### src/rtl/mem_port_ctrl.sv
// Single-port memory access controller: byte/half/word requests to a 32-bit RAM
// with a one-deep in-flight stage and a 2-entry in-order response FIFO.
module mem_port_ctrl #(
    parameter int unsigned RAM_DEPTH = 2048,
    localparam int unsigned RAM_AW = $clog2(RAM_DEPTH)
) (
    input  logic              clk,
    input  logic              rst,
    input  logic              cmd_valid,
    output logic              cmd_ready,
    input  logic [31:0]       cmd_addr,
    input  logic              cmd_write,
    input  logic [1:0]        cmd_size,
    input  logic [31:0]       cmd_wdata,
    output logic              rsp_valid,
    input  logic              rsp_ready,
    output logic [31:0]       rsp_rdata,
    output logic              rsp_err,
    output logic              ram_en,
    output logic              ram_we,
    output logic [3:0]        ram_wem,
    output logic [RAM_AW-1:0] ram_addr,
    output logic [31:0]       ram_din,
    input  logic [31:0]       ram_dout
);

    logic        w_err;
    logic        w_accept;
    logic        w_issue;
    logic [2:0]  w_outstanding;

    logic        r_if_valid;
    logic        r_if_read;
    logic        r_if_err;
    logic [1:0]  r_if_size;
    logic [1:0]  r_if_off;
    logic [31:0] w_if_shift;
    logic [31:0] w_if_rdata;

    logic [31:0] r_fifo_rdata [2];
    logic        r_fifo_err   [2];
    logic        r_rd_ptr;
    logic        r_wr_ptr;
    logic [1:0]  r_count;
    logic        w_fifo_empty;
    logic        w_rsp_valid;
    logic        w_fire;
    logic        w_pop;
    logic        w_bypass;
    logic        w_push;

    always_comb begin
        unique case (cmd_size)
            2'd0:    w_err = 1'b0;
            2'd1:    w_err = cmd_addr[0];
            2'd2:    w_err = (cmd_addr[1:0] != 2'b00);
            default: w_err = 1'b1;
        endcase
    end

    // Entries in the in-flight stage count against capacity so a stalled
    // consumer can never see more than two responses queued.
    assign w_outstanding = {1'b0, r_count} + {2'b00, r_if_valid};
    assign cmd_ready     = ~rst & (w_outstanding < 3'd2);
    assign w_accept      = cmd_valid & cmd_ready;
    assign w_issue       = w_accept & ~w_err;

    always_comb begin
        ram_en   = 1'b0;
        ram_we   = 1'b0;
        ram_wem  = '0;
        ram_addr = '0;
        ram_din  = '0;
        if (w_issue) begin
            ram_en   = 1'b1;
            ram_we   = cmd_write;
            ram_addr = cmd_addr[RAM_AW+1:2];
            if (cmd_write) begin
                unique case (cmd_size)
                    2'd0: begin
                        ram_wem = 4'b0001 << cmd_addr[1:0];
                        ram_din = {4{cmd_wdata[7:0]}};
                    end
                    2'd1: begin
                        ram_wem = 4'b0011 << cmd_addr[1:0];
                        ram_din = {2{cmd_wdata[15:0]}};
                    end
                    default: begin
                        ram_wem = 4'b1111;
                        ram_din = cmd_wdata;
                    end
                endcase
            end
        end
    end

    always_ff @(posedge clk) begin
        if (rst) begin
            r_if_valid <= 1'b0;
            r_if_read  <= 1'b0;
            r_if_err   <= 1'b0;
            r_if_size  <= '0;
            r_if_off   <= '0;
        end else begin
            r_if_valid <= w_accept;
            if (w_accept) begin
                r_if_read <= ~cmd_write;
                r_if_err  <= w_err;
                r_if_size <= cmd_size;
                r_if_off  <= cmd_addr[1:0];
            end
        end
    end

    assign w_if_shift = ram_dout >> {r_if_off, 3'b000};

    always_comb begin
        w_if_rdata = '0;
        if (r_if_read && !r_if_err) begin
            unique case (r_if_size)
                2'd0:    w_if_rdata = {24'h0, w_if_shift[7:0]};
                2'd1:    w_if_rdata = {16'h0, (r_if_off[1] ? ram_dout[31:16] : ram_dout[15:0])};
                default: w_if_rdata = ram_dout;
            endcase
        end
    end

    assign w_fifo_empty = (r_count == 2'd0);
    assign w_rsp_valid  = ~rst & (~w_fifo_empty | r_if_valid);
    assign w_fire       = w_rsp_valid & rsp_ready;
    assign w_pop        = w_fire & ~w_fifo_empty;
    // An in-flight result consumed straight off the bypass never touches the FIFO.
    assign w_bypass     = w_fire & w_fifo_empty;
    assign w_push       = r_if_valid & ~w_bypass;

    always_ff @(posedge clk) begin
        if (rst) begin
            r_rd_ptr <= 1'b0;
            r_wr_ptr <= 1'b0;
            r_count  <= '0;
        end else begin
            if (w_push) begin
                r_fifo_rdata[r_wr_ptr] <= w_if_rdata;
                r_fifo_err[r_wr_ptr]   <= r_if_err;
                r_wr_ptr               <= ~r_wr_ptr;
            end
            if (w_pop) begin
                r_rd_ptr <= ~r_rd_ptr;
            end
            r_count <= r_count + {1'b0, w_push} - {1'b0, w_pop};
        end
    end

    always_comb begin
        rsp_valid = w_rsp_valid;
        rsp_rdata = '0;
        rsp_err   = 1'b0;
        if (w_rsp_valid) begin
            if (w_fifo_empty) begin
                rsp_rdata = w_if_rdata;
                rsp_err   = r_if_err;
            end else begin
                rsp_rdata = r_fifo_rdata[r_rd_ptr];
                rsp_err   = r_fifo_err[r_rd_ptr];
            end
        end
    end

endmodule
### config.mk
export PLATFORM = sky130hd
export DESIGN_NAME = mem_port_ctrl
export DESIGN_NICKNAME = d
export VERILOG_FILES = /design/src/rtl/mem_port_ctrl.sv
export SDC_FILE = /design/constraint.sdc
export NUM_CORES = 1
export LEC_CHECK = 0
export CORE_ASPECT_RATIO = 0.7
export CORE_MARGIN = 2
export CORE_UTILIZATION = 30
export CTS_CLUSTER_SIZE = 40
export DETAILED_ROUTE_END_ITERATION = 8
export HOLD_SLACK_MARGIN = 0.02
export PLACE_DENSITY = 0.67
export SYNTH_ARGS = -nofsm -noshare
export SYNTH_HDL_FRONTEND = slang
export SYNTH_SLANG_ARGS = --single-unit
export TNS_END_PERCENT = 10
### constraint.sdc
create_clock -name clk -period 4.85 [get_ports clk]
set_input_delay 0.485 -clock clk [delete_from_list [all_inputs] [get_ports clk]]
set_output_delay 0.485 -clock clk [all_outputs]
set_load 0.05 [all_outputs]
==> results.yml, run 1 <==
synth:
  syn-cell-area_sq_um: 4580
  synth_ff_type: "edfxtp_1"
  ys_ff_latch: 78
  synth_edf_count: 66
  avgSynthCellArea_sq_um: 9.93
  synth-seq-area-share: 0.486
  synth_top_area_share: 0.433
  synth.net_count: 566
  ys_warn_count: 0
  synth_top_area_cell: "edfxtp_1"
  yosys-top-cells-area: "edfxtp_1, mux2i_1, a211oi_1, nor2_1, dfxtp_1"
  syn_inst: 461
  ys_types: 39
  async_flop_share: 0
pwr:
  power.density_nw_per_um2: 332
  p_leak_nw: 2.36
  ir_drop_mv: 0.179
finish:
  antenna_cells: 0
  final_cell_mix: "clkdlybuf4s50_1, nor2_1, edfxtp_1"
  drive_gt1_frac: 0.0958
  fin_nets: 716
  syn2layout_area_growth_pct: 45.2
  final_common_cell: "clkdlybuf4s50_1"
clock_network:
  cts_buffer_depth: 2
  htree_levels: 3
  cts-root-buf: "clkbuf_16"
  holdBufCountCts: 0
  cts_resized: 0
  cts_setup_buffers: 0
  clkSlewWorstSetupHoldPaths_ns: 0.05
  cts_tree: "done"
  numCtsBuffers: 9
  cts_sinks: 78
  worstSkewPairLatency_ns: 0.34
floorplan:
  die-width_um: 152
  start_util: 0.309
  core_sq_um: 14800
  io_pins: 187
  num_rows: 37
  die_area_sq_um: 16300
  die_y_um: 107
setup_path:
  end_kind: "primary output"
  critPathArrivalTime_ns: 3.28
  crit_chain: "or3b_2 -> nor2_1 -> a211oi_1 -> a211oi_1 -> clkdlybuf4s50_1"
  worstPathRequired_ns: 4.37
  crit_buf_inv: 1
  worstPathMaxFanout: 35
  cp_common_cell: "a211oi_1"
  crit_type: "reg -> out"
  cpPeakStageDelay_ns: 0.90
  critPathTopFamily: "buffers and inverters"
  startpoint_type: "register"
  cp_slowest_cell: "clkdlybuf4s50_1"
global_routing:
  grt-ovfl-total: 0
  grt_util_met1: 0.253
  grt_usage: 0.170
  gr-usage-met3: 0.0398
  top_usage_layer: "met1"
  grt_max_degree: 55
  use_met2: 0.247
  antenna_found_initial: 0
  grt_pass1_vias: 3731
  grt_pass1_wl_mm: 20.9
placement:
  io_buffers: 167
  dp_slack_ns: 1.29
  place_hpwl_mm: 10.4
  gp_congestion: 0.836
worst_hold_path:
  hold_class: "reg -> reg"
route:
  vias: 4051
  drt_wl_total_mm: 13.9
  viasPerCell: 5.00
  drc: 0
  drt_iter0_drc: 232
  ant_nets: 0
  routedWlPerCell_um: 17.1
  drt_pass1_iterations: 4
sta:
  finalSetupViolCount: 0
  clock.fmax_ghz: 0.266
  maxSlewViolCount: 0
  final.setup_skew_ns: 0.00406
  fin_ws_ns: 1.09
  setup_tns_ns: 0
  hold_viol_final: 0
  fin_crit_ns: 3.76
  rsz0062_at_grt: "no"
  worst_pin_slew_ns: 1.13
  slew_headroom: 0.248
  post-route-period-util: 0.776
run_status:
  status: "finished clean"
run:
  max_cap_violations: 0
through the flow:
stage	hold WS [ns]	cells	utilization	instance area (sq um)	total power [mW]
floorplan	0.440	461	-	4580	1.32
global placement	0.469	795	0.430	6360	1.58
detailed placement	0.477	795	0.430	6360	1.59
CTS	0.485	811	0.449	6650	2.23
global route	0.521	811	0.449	6650	2.32
finish	0.483	811	0.449	6650	2.21
layout make-up:
type	instances	area [sq um]
fill	1378	8170
sequential	78	2220
multi-input combinational	335	2160
timing repair buffer	178	1700
tap	195	244
clock buffer	10	229
clock inverter	6	52.6
inverter	9	33.8
cell families (layout without fill, tap and decap cells):
logic type / Yosys count / after routing / synth area share
AND/OR/NAND/NOR: 162 / 162 / 0.175
multiplexers: 53 / 53 / 0.116
XOR/XNOR: 6 / 6 / 0.0115
buffers and inverters: 48 / 203 / 0.0448
adder cells (fa/ha/maj): 2 / 2 / 0.00547
AO/OA/AOI/OAI: 112 / 112 / 0.161
flip-flops: 78 / 78 / 0.486
power breakdown:
group,switching [mW],internal [mW]
Clock,0.243,0.392
Combinational,0.469,0.288
Sequential,0.0570,0.758
state kept, by name, indices dropped and copies added (netlist names), named ones only:
register      cells
r_if_read         1
r_if_off          2
r_wr_ptr          1
r_fifo_rdata     64
r_if_err          1
r_if_size         2
r_count           2
r_if_valid        1
r_fifo_err        2
r_rd_ptr          1
path summary, 6_finish.rpt:
check                                                from                        to  slack, ns  depth (start not counted)
worst max-delay path            r_if_size[1]$_SDFFE_PP0N_              rsp_rdata[7]       1.09                          5
worst min-delay path             r_if_off[0]$_SDFFE_PP0N_  r_if_off[0]$_SDFFE_PP0N_       0.48                          2
worst max register to register      r_count[0]$_SDFF_PP0_     r_count[1]$_SDFF_PP0_       2.56                          8
worst min register to register   r_if_off[0]$_SDFFE_PP0N_  r_if_off[0]$_SDFFE_PP0N_       0.48                          2
cells in the mapped netlist (all sizes together) (11+ instances only):
library cell,instances
nor2,68
edfxtp,66
mux2i,53
a211oi,42
a21oi,36
and3,24
clkbuf,24
nand2,18
buf,15
o21ai,13
dfxtp,12
and2,11
nor2b,11
worst register-to-register path, stage by stage (launching register included):
cell and delay, ns:
dfxtp_1 0.33, nor2_1 0.82, nor2_1 0.13, ha_1 0.33, inv_1 0.06, ha_1 0.14
xor2_1 0.17, xnor2_1 0.14, nor2_1 0.06
routing by layer:
| layer | vias up | routed length, um | part of all wire |
|---|---|---|---|
| met5 | - | 0 | 0 |
| met4 | 0 | 163 | 0.012 |
| met3 | 15 | 696 | 0.050 |
| met2 | 82 | 6260 | 0.45 |
| met1 | 1956 | 6750 | 0.49 |
| li1 | 1998 | - | - |
Power figures use the tool's default switching activity.
==> run 2, diff against run 1 <==
Settings changed: PLACE_DENSITY 0.67 to 0.7.
Clock period 4.85 ns to 3.15 ns, I/O delays scaled along.
==> run 2 against run 1 <==
Critical endpoint is now rsp_rdata[4]. Die area stayed put. Via count grew 2.9%. Sequential power up 52%.
==> results.yml, run 2 (synthesis results as in run 1) <==
clock_network:
  cts-root-buf: "clkbuf_16"
  cts_buffer_depth: 2
  worstSkewPairLatency_ns: 0.34
  htree_levels: 3
  cts_setup_buffers: 0
  cts_resized: 0
  numCtsBuffers: 9
  cts_tree: "done"
  cts_sinks: 78
  holdBufCountCts: 0
  clkSlewWorstSetupHoldPaths_ns: 0.06
sta:
  hold_viol_final: 0
  slew_headroom: 0.258
  worst_pin_slew_ns: 1.11
  final.setup_skew_ns: 0.00684
  finalSetupViolCount: 0
  maxSlewViolCount: 0
  fin_crit_ns: 2.97
  fin_ws_ns: 0.177
  post-route-period-util: 0.944
  clock.fmax_ghz: 0.336
  setup_tns_ns: 0
  rsz0062_at_grt: "no"
run:
  max_cap_violations: 0
setup_path:
  worstPathRequired_ns: 2.83
  startpoint_type: "register"
  crit_type: "reg -> out"
  critPathArrivalTime_ns: 2.66
  crit_chain: "or2_2 -> buf_4 -> a21oi_1 -> or2_2 -> a211oi_1 -> buf_12"
  cp_common_cell: "or2_2"
  cpPeakStageDelay_ns: 0.59
  crit_buf_inv: 2
  end_kind: "primary output"
  critPathTopFamily: "buffers and inverters"
  worstPathMaxFanout: 51
  cp_slowest_cell: "a211oi_1"
finish:
  final_common_cell: "clkdlybuf4s50_1"
  fin_nets: 720
  antenna_cells: 0
  final_cell_mix: "clkdlybuf4s50_1, buf_12, nor2_1"
  largest_reg_flops: 64
  top_register: "r_fifo_rdata"
  syn2layout_area_growth_pct: 64.4
  multi_input_area_sq_um: 2170
  regArea_sq_um: 2220
  drive_gt1_frac: 0.192
  n_fill_cell: 1291
pwr:
  ir_drop_mv: 0.288
  p_clk_frac: 0.256
  p_int_mw: 2.30
  p_seq_frac: 0.350
  swShare: 0.351
  combPwrFrac: 0.395
  power.density_nw_per_um2: 472
  p_sw_mw: 1.24
  p_leak_nw: 2.71
placement:
  gp_congestion: 0.809
  io_buffers: 167
  place_hpwl_mm: 11.5
  dp_slack_ns: 0.275
run_status:
  status: "finished clean"
route:
  drt_iter0_drc: 287
  vias: 4167
  viasPerCell: 5.11
  routedWlPerCell_um: 18.4
  drc: 0
  drt_wl_total_mm: 15.0
  ant_nets: 0
  drt_pass1_iterations: 6
global_routing:
  grt_usage: 0.192
  grt_pass1_vias: 4109
  grt-ovfl-total: 0
  grt_max_degree: 52
  antenna_found_initial: 0
  grt_pass1_wl_mm: 23.4
floorplan:
  start_util: 0.309
  num_rows: 37
  die-width_um: 152
  core_sq_um: 14800
  io_pins: 187
  die_y_um: 107
  die_area_sq_um: 16300
worst_hold_path:
  hold_class: "reg -> reg"
## run 2: cell types whose count changed in the layout (fill, tap and decap cells not counted), sizes merged
cell and delta:
bufinv -1, clkbuf +3, clkdlybuf4s50 -58, clkinv -2, buf +62
## run 2: metrics by stage
step / total power [mW] / utilization / area [sq um] / std cells / hold WS, ns
floorplan: 2.03 / - / 4580 / 461 / 0.387
global placement: 2.64 / 0.491 / 7270 / 799 / 0.460
detailed placement: 2.66 / 0.491 / 7270 / 799 / 0.464
CTS: 3.58 / 0.508 / 7520 / 815 / 0.474
global route: 3.71 / 0.508 / 7520 / 815 / 0.506
finish: 3.55 / 0.508 / 7520 / 815 / 0.471
## run 2: final timing paths
path / end / from / cells after the start / slack [ns]
setup / recovery: rsp_rdata[4] / r_count[1]$_SDFF_PP0_ / 6 / 0.18
hold / removal: r_if_off[0]$_SDFFE_PP0N_ / r_if_off[0]$_SDFFE_PP0N_ / 2 / 0.47
setup reg to reg: r_fifo_rdata[0][31]$_DFFE_PP_ / r_count[1]$_SDFF_PP0_ / 4 / 0.67
hold reg to reg: r_if_off[0]$_SDFFE_PP0N_ / r_if_off[0]$_SDFFE_PP0N_ / 2 / 0.47
## run 2: layout make-up
class                           instances  share of cell area
Sequential cell                        78               0.296
Tap cell                              195              0.0324
Clock buffer                           13              0.0319
Multi-Input combinational cell        335               0.288
Timing Repair Buffer                  182               0.346
Clock inverter                          3             0.00183
Inverter                                9             0.00449
## run 2: worst register-to-register path, delay by kind of cell, from the launching register on
kind	cells	cell delay [ns]
simple gates	2	1.09
compound gates	1	0.22
flops	1	0.40
buf+inv	1	0.44
## run 2: layer usage
layer  track usage  vias up  share of wire
met1         0.267     2025           0.45
met4        0.0476        0          0.014
met2         0.300      130           0.48
li1              -     1996              -
met5             0        -              0
met3        0.0483       16          0.057
## run 2: power by group through the flow
stage / Combinational, mW / Sequential, mW / Clock [mW]
floorplan: 0.828 / 1.21 / 0
global placement: 1.38 / 1.26 / 0
detailed placement: 1.40 / 1.26 / 0
CTS: 1.41 / 1.24 / 0.929
global route: 1.49 / 1.25 / 0.971
finish: 1.40 / 1.24 / 0.907
